$ cat src/rtl/hex_digit_arbiter_if.sv
// Purpose : bundles the requester side and the display side of hex_digit_arbiter.
// Latency : n/a (signal bundle only).
// Backpressure: none; req is level-sensitive and grant/digit/off are plain registered outputs.
//
// Signals: req (request per source), data (nibble per source, source i at data[4*i+3:4*i]),
//          hold (freeze rotation), grant (one-hot owner), digit (owner nibble),
//          off (blank digit), switch_pulse (grant changed this cycle).
// master = requester/display environment, slave = arbiter.
interface hex_digit_arbiter_if #(
    parameter int N_REQ = 4
);
    logic [N_REQ-1:0]   req;
    logic [4*N_REQ-1:0] data;
    logic               hold;
    logic [N_REQ-1:0]   grant;
    logic [3:0]         digit;
    logic               off;
    logic               switch_pulse;

    modport master (
        output req, data, hold,
        input  grant, digit, off, switch_pulse
    );

    modport slave (
        input  req, data, hold,
        output grant, digit, off, switch_pulse
    );
endinterface

$ cat src/rtl/hex_digit_arbiter.sv
// Purpose : round-robin time-share of one seven-seg digit among N_REQ nibble sources, fixed dwell per grant.
// Latency : grant/digit/off registered, 1 cycle after req/data are sampled.
// Backpressure: none; hold freezes dwell and grant, an owner dropping req releases the digit at once.
//
// Ports: clock, reset_n (synchronous, active-low), bus (hex_digit_arbiter_if.slave):
//        req/data/hold in, grant/digit/off/switch_pulse out.
// Option: define ARB_BLANK_GAP_EN to blank the digit for GAP_CYCLES between two different owners.
module hex_digit_arbiter #(
    parameter int N_REQ        = 4,
    parameter int DWELL_CYCLES = 50000000,
    parameter int GAP_CYCLES   = 1
) (
    input  logic              clock,
    input  logic              reset_n,
    hex_digit_arbiter_if.slave bus
);
    localparam int PW = (N_REQ > 1) ? $clog2(N_REQ) : 1;
    localparam int DW = $clog2(DWELL_CYCLES) + 1;

`ifdef ARB_BLANK_GAP_EN
    localparam int GW = $clog2(GAP_CYCLES) + 1;
    typedef enum logic [1:0] {IDLE, SHOW, GAP} state_t;
    logic [GW-1:0] gap_cnt;
`else
    typedef enum logic [1:0] {IDLE, SHOW} state_t;
`endif

    state_t        state;
    logic [PW-1:0] ptr;
    logic [PW-1:0] owner;
    logic [DW-1:0] dwell;

    logic [PW-1:0]    cand;
    logic [PW-1:0]    win_idx;
    logic             win_vld;
    logic [PW-1:0]    nxt_ptr;
    logic [N_REQ-1:0] win_onehot;
    logic             rearb;

    // First requester at or after ptr. Because ptr sits just past the current
    // owner, the owner is searched last and only wins when nobody else asks.
    always_comb begin
        win_vld = 1'b0;
        win_idx = '0;
        cand    = '0;
        for (int k = 0; k < N_REQ; k++) begin
            cand = PW'((int'(ptr) + k) % N_REQ);
            if (!win_vld && bus.req[cand]) begin
                win_vld = 1'b1;
                win_idx = cand;
            end
        end
    end

    assign nxt_ptr    = (win_idx == PW'(N_REQ - 1)) ? '0 : win_idx + 1'b1;
    assign win_onehot = {{(N_REQ-1){1'b0}}, 1'b1} << win_idx;

    // Owner drop wins over hold; dwell expiry only counts when not held.
    assign rearb = !bus.req[owner] || ((dwell == '0) && !bus.hold);

    always_ff @(posedge clock) begin
        if (!reset_n) begin
            state            <= IDLE;
            bus.grant        <= '0;
            bus.digit        <= '0;
            bus.off          <= 1'b1;
            bus.switch_pulse <= 1'b0;
            ptr              <= '0;
            owner            <= '0;
            dwell            <= '0;
`ifdef ARB_BLANK_GAP_EN
            gap_cnt          <= '0;
`endif
        end else begin
            bus.switch_pulse <= 1'b0;
            case (state)
                IDLE: begin
                    if (win_vld) begin
                        state            <= SHOW;
                        bus.grant        <= win_onehot;
                        bus.digit        <= bus.data[4*win_idx +: 4];
                        bus.off          <= 1'b0;
                        bus.switch_pulse <= 1'b1;
                        owner            <= win_idx;
                        ptr              <= nxt_ptr;
                        dwell            <= DW'(DWELL_CYCLES - 1);
                    end
                end
                SHOW: begin
                    bus.digit <= bus.data[4*owner +: 4];
                    if (rearb) begin
                        if (!win_vld) begin
                            state            <= IDLE;
                            bus.grant        <= '0;
                            bus.off          <= 1'b1;
                            bus.switch_pulse <= 1'b1;
`ifdef ARB_BLANK_GAP_EN
                        end else if (win_idx != owner) begin
                            // Different owner next: blank first; the winner is
                            // re-chosen at the end of the gap from the same ptr.
                            state            <= GAP;
                            bus.grant        <= '0;
                            bus.off          <= 1'b1;
                            bus.switch_pulse <= 1'b1;
                            gap_cnt          <= GW'(GAP_CYCLES - 1);
`endif
                        end else begin
                            bus.grant        <= win_onehot;
                            bus.digit        <= bus.data[4*win_idx +: 4];
                            bus.switch_pulse <= (win_idx != owner);
                            owner            <= win_idx;
                            ptr              <= nxt_ptr;
                            dwell            <= DW'(DWELL_CYCLES - 1);
                        end
                    end else if (!bus.hold) begin
                        // rearb is clear here, so dwell is non-zero: no wrap.
                        dwell <= dwell - 1'b1;
                    end
                end
`ifdef ARB_BLANK_GAP_EN
                GAP: begin
                    if (gap_cnt != '0) begin
                        gap_cnt <= gap_cnt - 1'b1;
                    end else if (win_vld) begin
                        state            <= SHOW;
                        bus.grant        <= win_onehot;
                        bus.digit        <= bus.data[4*win_idx +: 4];
                        bus.off          <= 1'b0;
                        bus.switch_pulse <= 1'b1;
                        owner            <= win_idx;
                        ptr              <= nxt_ptr;
                        dwell            <= DW'(DWELL_CYCLES - 1);
                    end else begin
                        state <= IDLE;
                    end
                end
`endif
                default: state <= IDLE;
            endcase
        end
    end
endmodule

$ cat src/flat_wrapper.sv
// flat-port wrapper written by rule: the top's interface ports become plain ports
module hex_digit_arbiter_flat 
#(
    parameter int N_REQ        = 4,
    parameter int DWELL_CYCLES = 50000000,
    parameter int GAP_CYCLES   = 1
)
  (clock, reset_n, bus_req, bus_data, bus_hold, bus_grant, bus_digit, bus_off, bus_switch_pulse);
  hex_digit_arbiter_if #(.N_REQ(N_REQ)) bus_i ();
  input  logic clock;
  input  logic reset_n;
  input wire logic [$bits(bus_i.req)-1:0] bus_req;
  input wire logic [$bits(bus_i.data)-1:0] bus_data;
  input wire logic [$bits(bus_i.hold)-1:0] bus_hold;
  output wire logic [$bits(bus_i.grant)-1:0] bus_grant;
  output wire logic [$bits(bus_i.digit)-1:0] bus_digit;
  output wire logic [$bits(bus_i.off)-1:0] bus_off;
  output wire logic [$bits(bus_i.switch_pulse)-1:0] bus_switch_pulse;
  assign bus_i.req = bus_req;
  assign bus_i.data = bus_data;
  assign bus_i.hold = bus_hold;
  assign bus_grant = bus_i.grant;
  assign bus_digit = bus_i.digit;
  assign bus_off = bus_i.off;
  assign bus_switch_pulse = bus_i.switch_pulse;
  hex_digit_arbiter #(.N_REQ(N_REQ), .DWELL_CYCLES(DWELL_CYCLES), .GAP_CYCLES(GAP_CYCLES)) u_core (.clock(clock), .reset_n(reset_n), .bus(bus_i));
endmodule
$ cat config.mk
export PLATFORM = sky130hd
export DESIGN_NAME = hex_digit_arbiter_flat
export DESIGN_NICKNAME = d
export VERILOG_FILES = /design/src/rtl/hex_digit_arbiter_if.sv /design/src/rtl/hex_digit_arbiter.sv /design/src/flat_wrapper.sv
export SDC_FILE = /design/constraint.sdc
export NUM_CORES = 1
export LEC_CHECK = 0
export ABC_AREA = 0
export CAP_MARGIN = 20
export CORE_ASPECT_RATIO = 2
export CORE_MARGIN = 2
export CORE_UTILIZATION = 35
export DETAILED_ROUTE_END_ITERATION = 8
export GPL_TIMING_DRIVEN = 0
export HOLD_SLACK_MARGIN = 0.08
export PLACE_DENSITY = 0.57
export SETUP_SLACK_MARGIN = 0.2
export SYNTH_ARGS = -nofsm -noshare
export SYNTH_HDL_FRONTEND = slang
export SYNTH_SLANG_ARGS = --single-unit
$ cat constraint.sdc
create_clock -name clock -period 4.5 [get_ports clock]
set_clock_uncertainty 0.15 [all_clocks]
set_input_delay 1.35 -clock clock [delete_from_list [all_inputs] [get_ports clock]]
set_output_delay 1.35 -clock clock [all_outputs]
set_load 0.005 [all_outputs]
Word level (Yosys, flattened, before mapping). Index checks and enable logic that the tools add are counted.

Bits of input ports: 23. Register bits: 43. Output and inout port bits: 10.

Multiplexer cells: 49. Reduce and logical (&&, ||, !) cells: 19. Add/subtract/negate cells: 5. Equal/unequal tests: 7. $lt $le $gt $ge: 5. Shifts and indexed selects: 3.

Operators with widths (count): $mux 27 (3); $pmux 27 s2 (1); $shiftx 16x5->4 (2); $logic_not 27->1 (1); $sub 27x1->27 const B (1); $mux 2 (12); $mux 4 (6); $pmux 4 s2 (2); $lt 2x3->1 const B (5); $mux 1 (15); $pmux 2 s2 (3); $bmux 1 s2 (5); $reduce_and 2->1 (3); $reduce_and 3->1 (2); $logic_not 1->1 (5); $add 2x1->2 const B (2); $add 2x2->2 const B (2); $logic_and 1x1->1 (4); $ne 2x1->1 const B (2); $pmux 1 s2 (2); $reduce_and 4->1 (1); $shl 1x2->4 const A (1); $ne 3x2->1 const B (1); $eq 2x1->1 const B (1); other kinds (6) (6).

Logic depth before layout (Yosys ltp).
Depth after elaboration: 17. Gate-level depth with buffers: 9. Gate-level depth less buffers: 8.

Worst setup path after synthesis. No wires, ideal clock.

Kind: input to register. From: input port bus_req[0]. To: register u_core.bus.digit[2]. Data arrival time: 3041 ps. Setup time: 123 ps. Cell stages on the path: 8. Data required time: 4227 ps. Setup slack: 1186 ps. Cell sequence: or4_1 > buf_4 > clkinv_1 > buf_1 > ha_1 > nor2_1 > a41oi_1 > o21ai_1.

Word-level cells in the longest chain between the ends: 16. Elaborated cells between the ends (all ways): 33. Those cells by class: 1 x eq/ne; 1 x shift; 22 x mux; 9 x reduce/logical.

Ends and longest elaborated chain: start, declared (RTL line flat_wrapper.sv:12) `input wire logic [$bits(bus_i.req)-1:0] bus_req;`; $bmux 1 s2 (RTL line hex_digit_arbiter.sv:48) `if (!win_vld && bus.req[cand]) begin`; $mux 1 (implied by the code) (RTL line hex_digit_arbiter.sv:48); $mux 1 (RTL line hex_digit_arbiter.sv:48); $logic_not 1->1 (RTL line hex_digit_arbiter.sv:48); $logic_and 1x1->1 (RTL line hex_digit_arbiter.sv:48); $mux 1 (RTL line hex_digit_arbiter.sv:48); $logic_not 1->1 (RTL line hex_digit_arbiter.sv:48); $logic_and 1x1->1 (RTL line hex_digit_arbiter.sv:48); $mux 1 (RTL line hex_digit_arbiter.sv:48); $logic_not 1->1 (RTL line hex_digit_arbiter.sv:48); $logic_and 1x1->1 (RTL line hex_digit_arbiter.sv:48); $mux 2 (RTL line hex_digit_arbiter.sv:48); $shiftx 16x5->4 (RTL line hex_digit_arbiter.sv:81, hex_digit_arbiter.sv:109); $mux 4 (RTL line hex_digit_arbiter.sv:92) `if (!win_vld) begin`; $mux 4 (RTL line hex_digit_arbiter.sv:91) `if (rearb) begin`; $pmux 4 s2 (RTL line hex_digit_arbiter.sv:76) `case (state)`; end signal, assigned (RTL line hex_digit_arbiter.sv:81) `bus.digit <= bus.data[4*win_idx +: 4];`; end signal, assigned (RTL line hex_digit_arbiter.sv:90) `bus.digit <= bus.data[4*owner +: 4];`; end signal, assigned (RTL line hex_digit_arbiter.sv:109) `bus.digit <= bus.data[4*win_idx +: 4];`; end, declared (RTL line hex_digit_arbiter_if.sv:27) `output grant, digit, off, switch_pulse`.

Parallel ways exist; a longest one is shown, timed or not. The select of a mux whose other input is x is not followed. A chain may end at the register's enable or synchronous reset.

Final worst setup path.
From: input port bus_req[0]. To: register u_core.bus.digit[1].

The elaborated chain is that of the path after synthesis.

==> reports/results.tsv <==
metric	value	unit
firstDrtPassIters	4	
critical-path-max-stage-delay	0.55	ns
die_h	128	um
h-tree-depth	2	
overflow	0	
synthTopCellsByArea	dfxtp_1 31%, mux4_2 4.2%, a21oi_1 4.1%	
end_kind	register	
layout-drive-gt1-share	11.8	%
ys_seq_area_share	31.2	%
p_leak	1.15	nW
arrival	4.05	ns
clk_pin_slew_worst_paths	0.06	ns
worst_pin_slew	0.894	ns
io_pins	33	
multi_input_area	1710	um2
hold_path.class	register to register	
slew_viol_final	0	
num_antenna_cells	0	
cts_setup_buffers	0	
fin_crit	4.04	ns
fmax	0.248	GHz
num-fill-cells	809	
grt_first_pass_wirelength	14200	um
finalCritPeriodShare	89.7	%
hold_viol	0	
layout.nets	384	
async_reset_ff_share	0	%
ctsResizeCount	0	
ant_nets	0	
worst_setup_path_start_kind	input port	
rsz0062_at_grt	false	
grt_busiest_layer	met2	
p_per_area	387	nW/um2
synth_cells	317	
reg2reg_to	u_core.bus.digit[1]$_SDFFE_PN0P_	
syn-num-nets	346	
route.detailed.drc	0	
min_to	u_core.dwell[26]$_SDFFE_PN0P_	
use_met1	20.7	%
met3_usage	3.16	%
clock_latency	0.29	ns
crit_family	buffers and inverters	
final-setup-viol-count	0	
wl	8740	um
clk_path_buf_depth	2	
start_util	35.8	%
met2_usage	43.3	%
path_class	input port to register	
synth.distinct_cells	61	
worstHoldPathCells	2	
core_area	7540	um2
holdCritStartpoint	u_core.dwell[26]$_SDFFE_PN0P_	
worst-path-max-fanout	10	
reg2reg_depth	7	
required	4.52	ns
r2r_slack	1.60	ns
slew_headroom	39.9	%
vdd_drop_max	0.245	mV
post_drt_wl_per_cell	19.5	um
gp_congestion	0.910	
synth-seq-cells	42	
post-place-ws	0.179	ns
numCtsBuffers	5	
die_w	66.1	um
clock-sinks	42	
yosysTopAreaCellShare	31.2	%
holdWs	0.299	ns
io_buffers	31	
syn2layout_area_growth	20.8	%
row_count	45	
syn-cell-area	2700	um2
drt_iter0_drc	136	
cp_cell_sequence	clkdlybuf4s50_1 > or4_1 > buf_4 > clkinv_1 > buf_1 > ha_1 > nor2_1 > a41oi_1 > o21ai_1	
viasPerCell	6.00	
syn_avg_cell_area	8.51	um2
hpwl	6810	um
num_vias	2695	
antenna_found_initial	0	
setup-tns-final	0	ns
grt_max_degree	12	
cap_viol_max_count	0	
rr_startpoint	u_core.dwell[8]$_SDFFE_PN0P_	
hold_buffers	0	
status	complete, no violations	
die_area	8470	um2
ys_warn_count	0	
grt_util_all_layers	22.2	%
cts_tree	built	
ys.flop_type	dfxtp_1	
finalPower	1.26	mW
crit_path_top_delay_cell	or4_1	
synth_edf_count	0	
synth_common_cells	42 x dfxtp_1, 28 x nand2_1, 22 x a21oi_1	
cp.buffers_inverters	4	
setup_slack	0.464	ns
yosysMostFrequentCell	dfxtp_1	
cts_root_buf	clkbuf_16	
fin_util	43.2	%
first_global_vias	2753	
synth_area_leader_cell	dfxtp_1	
seq_area	841	um2
-- metrics by stage --
step           instance area, um2  cells
4_1_cts                      3260    449
3_3_place_gp                 3130    442
5_1_grt                      3260    449
3_5_place_dp                 3130    442
2_1_floorplan                2700    317
6_report                     3260    449
-- metal layers --
layer	share of wire (%)	wire (um)
met1	34	2970
met2	59	5130
met3	3.5	303
met4	3.9	337
met5	0	0
-- cells in the final DEF, fill, tap and decap left out, types with 9 or more instances in the layout --
master           Yosys  layout
inv_1               12      12
nand4_1              9       9
nand2_1             28      28
clkbuf_1             8      10
a21oi_1             22      22
nor3_1              12      12
dfxtp_1             42      42
nand3_1             13      13
mux2i_1             10      10
nor2_1              21      21
o21ai_0             15      15
clkdlybuf4s50_1      0      31
-- registers in the layout, indices dropped and copies added (netlist names) --
register                 cells
u_core.dwell                27
u_core.bus.digit             4
u_core.bus.grant             4
u_core.owner                 2
u_core.ptr                   2
u_core.bus.off               1
u_core.bus.switch_pulse      1
u_core.state                 1
-- cells by family (layout without fill, tap and decap cells) --
logic type	Yosys count	in the layout	synth area share (%)
AO/OA/AOI/OAI	94	94	25.3
XOR/XNOR	2	2	0.649
adder cells (fa/ha/maj)	6	6	2.78
buffers and inverters	32	70	5.33
flip-flops	42	42	31.2
multiplexers	19	19	9.55
AND/OR/NAND/NOR	122	122	25.2
-- tightest hold or removal path, cell delays in order (launching register included) --
cell     delay [ns]
dfxtp_1        0.31
nand2_1        0.05
nor3_1         0.04
-- area by class of cell --
type                    instances  share of cell area [%]
plain buffers                  19                    2.92
well taps                      94                    3.61
clock buffers                   7                    4.07
flip-flops and latches         42                    25.8
inverters                      13                    1.50
repair buffers                 31                    9.52
multi-input cells             243                    52.6
-- power by group --
part	internal [mW]	switching, mW
clock network	0.203	0.147
registers	0.423	0.0423
logic	0.199	0.247
-- worst max-delay path by stage --
stage                    start                                to  cells past startpoint
global placement    bus_req[0]  u_core.bus.digit[0]$_SDFFE_PN0P_                      9
detailed placement  bus_req[0]  u_core.bus.digit[1]$_SDFFE_PN0P_                      9
global route        bus_req[0]  u_core.bus.digit[0]$_SDFFE_PN0P_                      9
floorplan           bus_req[0]  u_core.bus.digit[2]$_SDFFE_PN0P_                      8
CTS                 bus_req[0]  u_core.bus.digit[1]$_SDFFE_PN0P_                      9
finish              bus_req[0]  u_core.bus.digit[1]$_SDFFE_PN0P_                      9
Power figures use the tool's default switching activity.
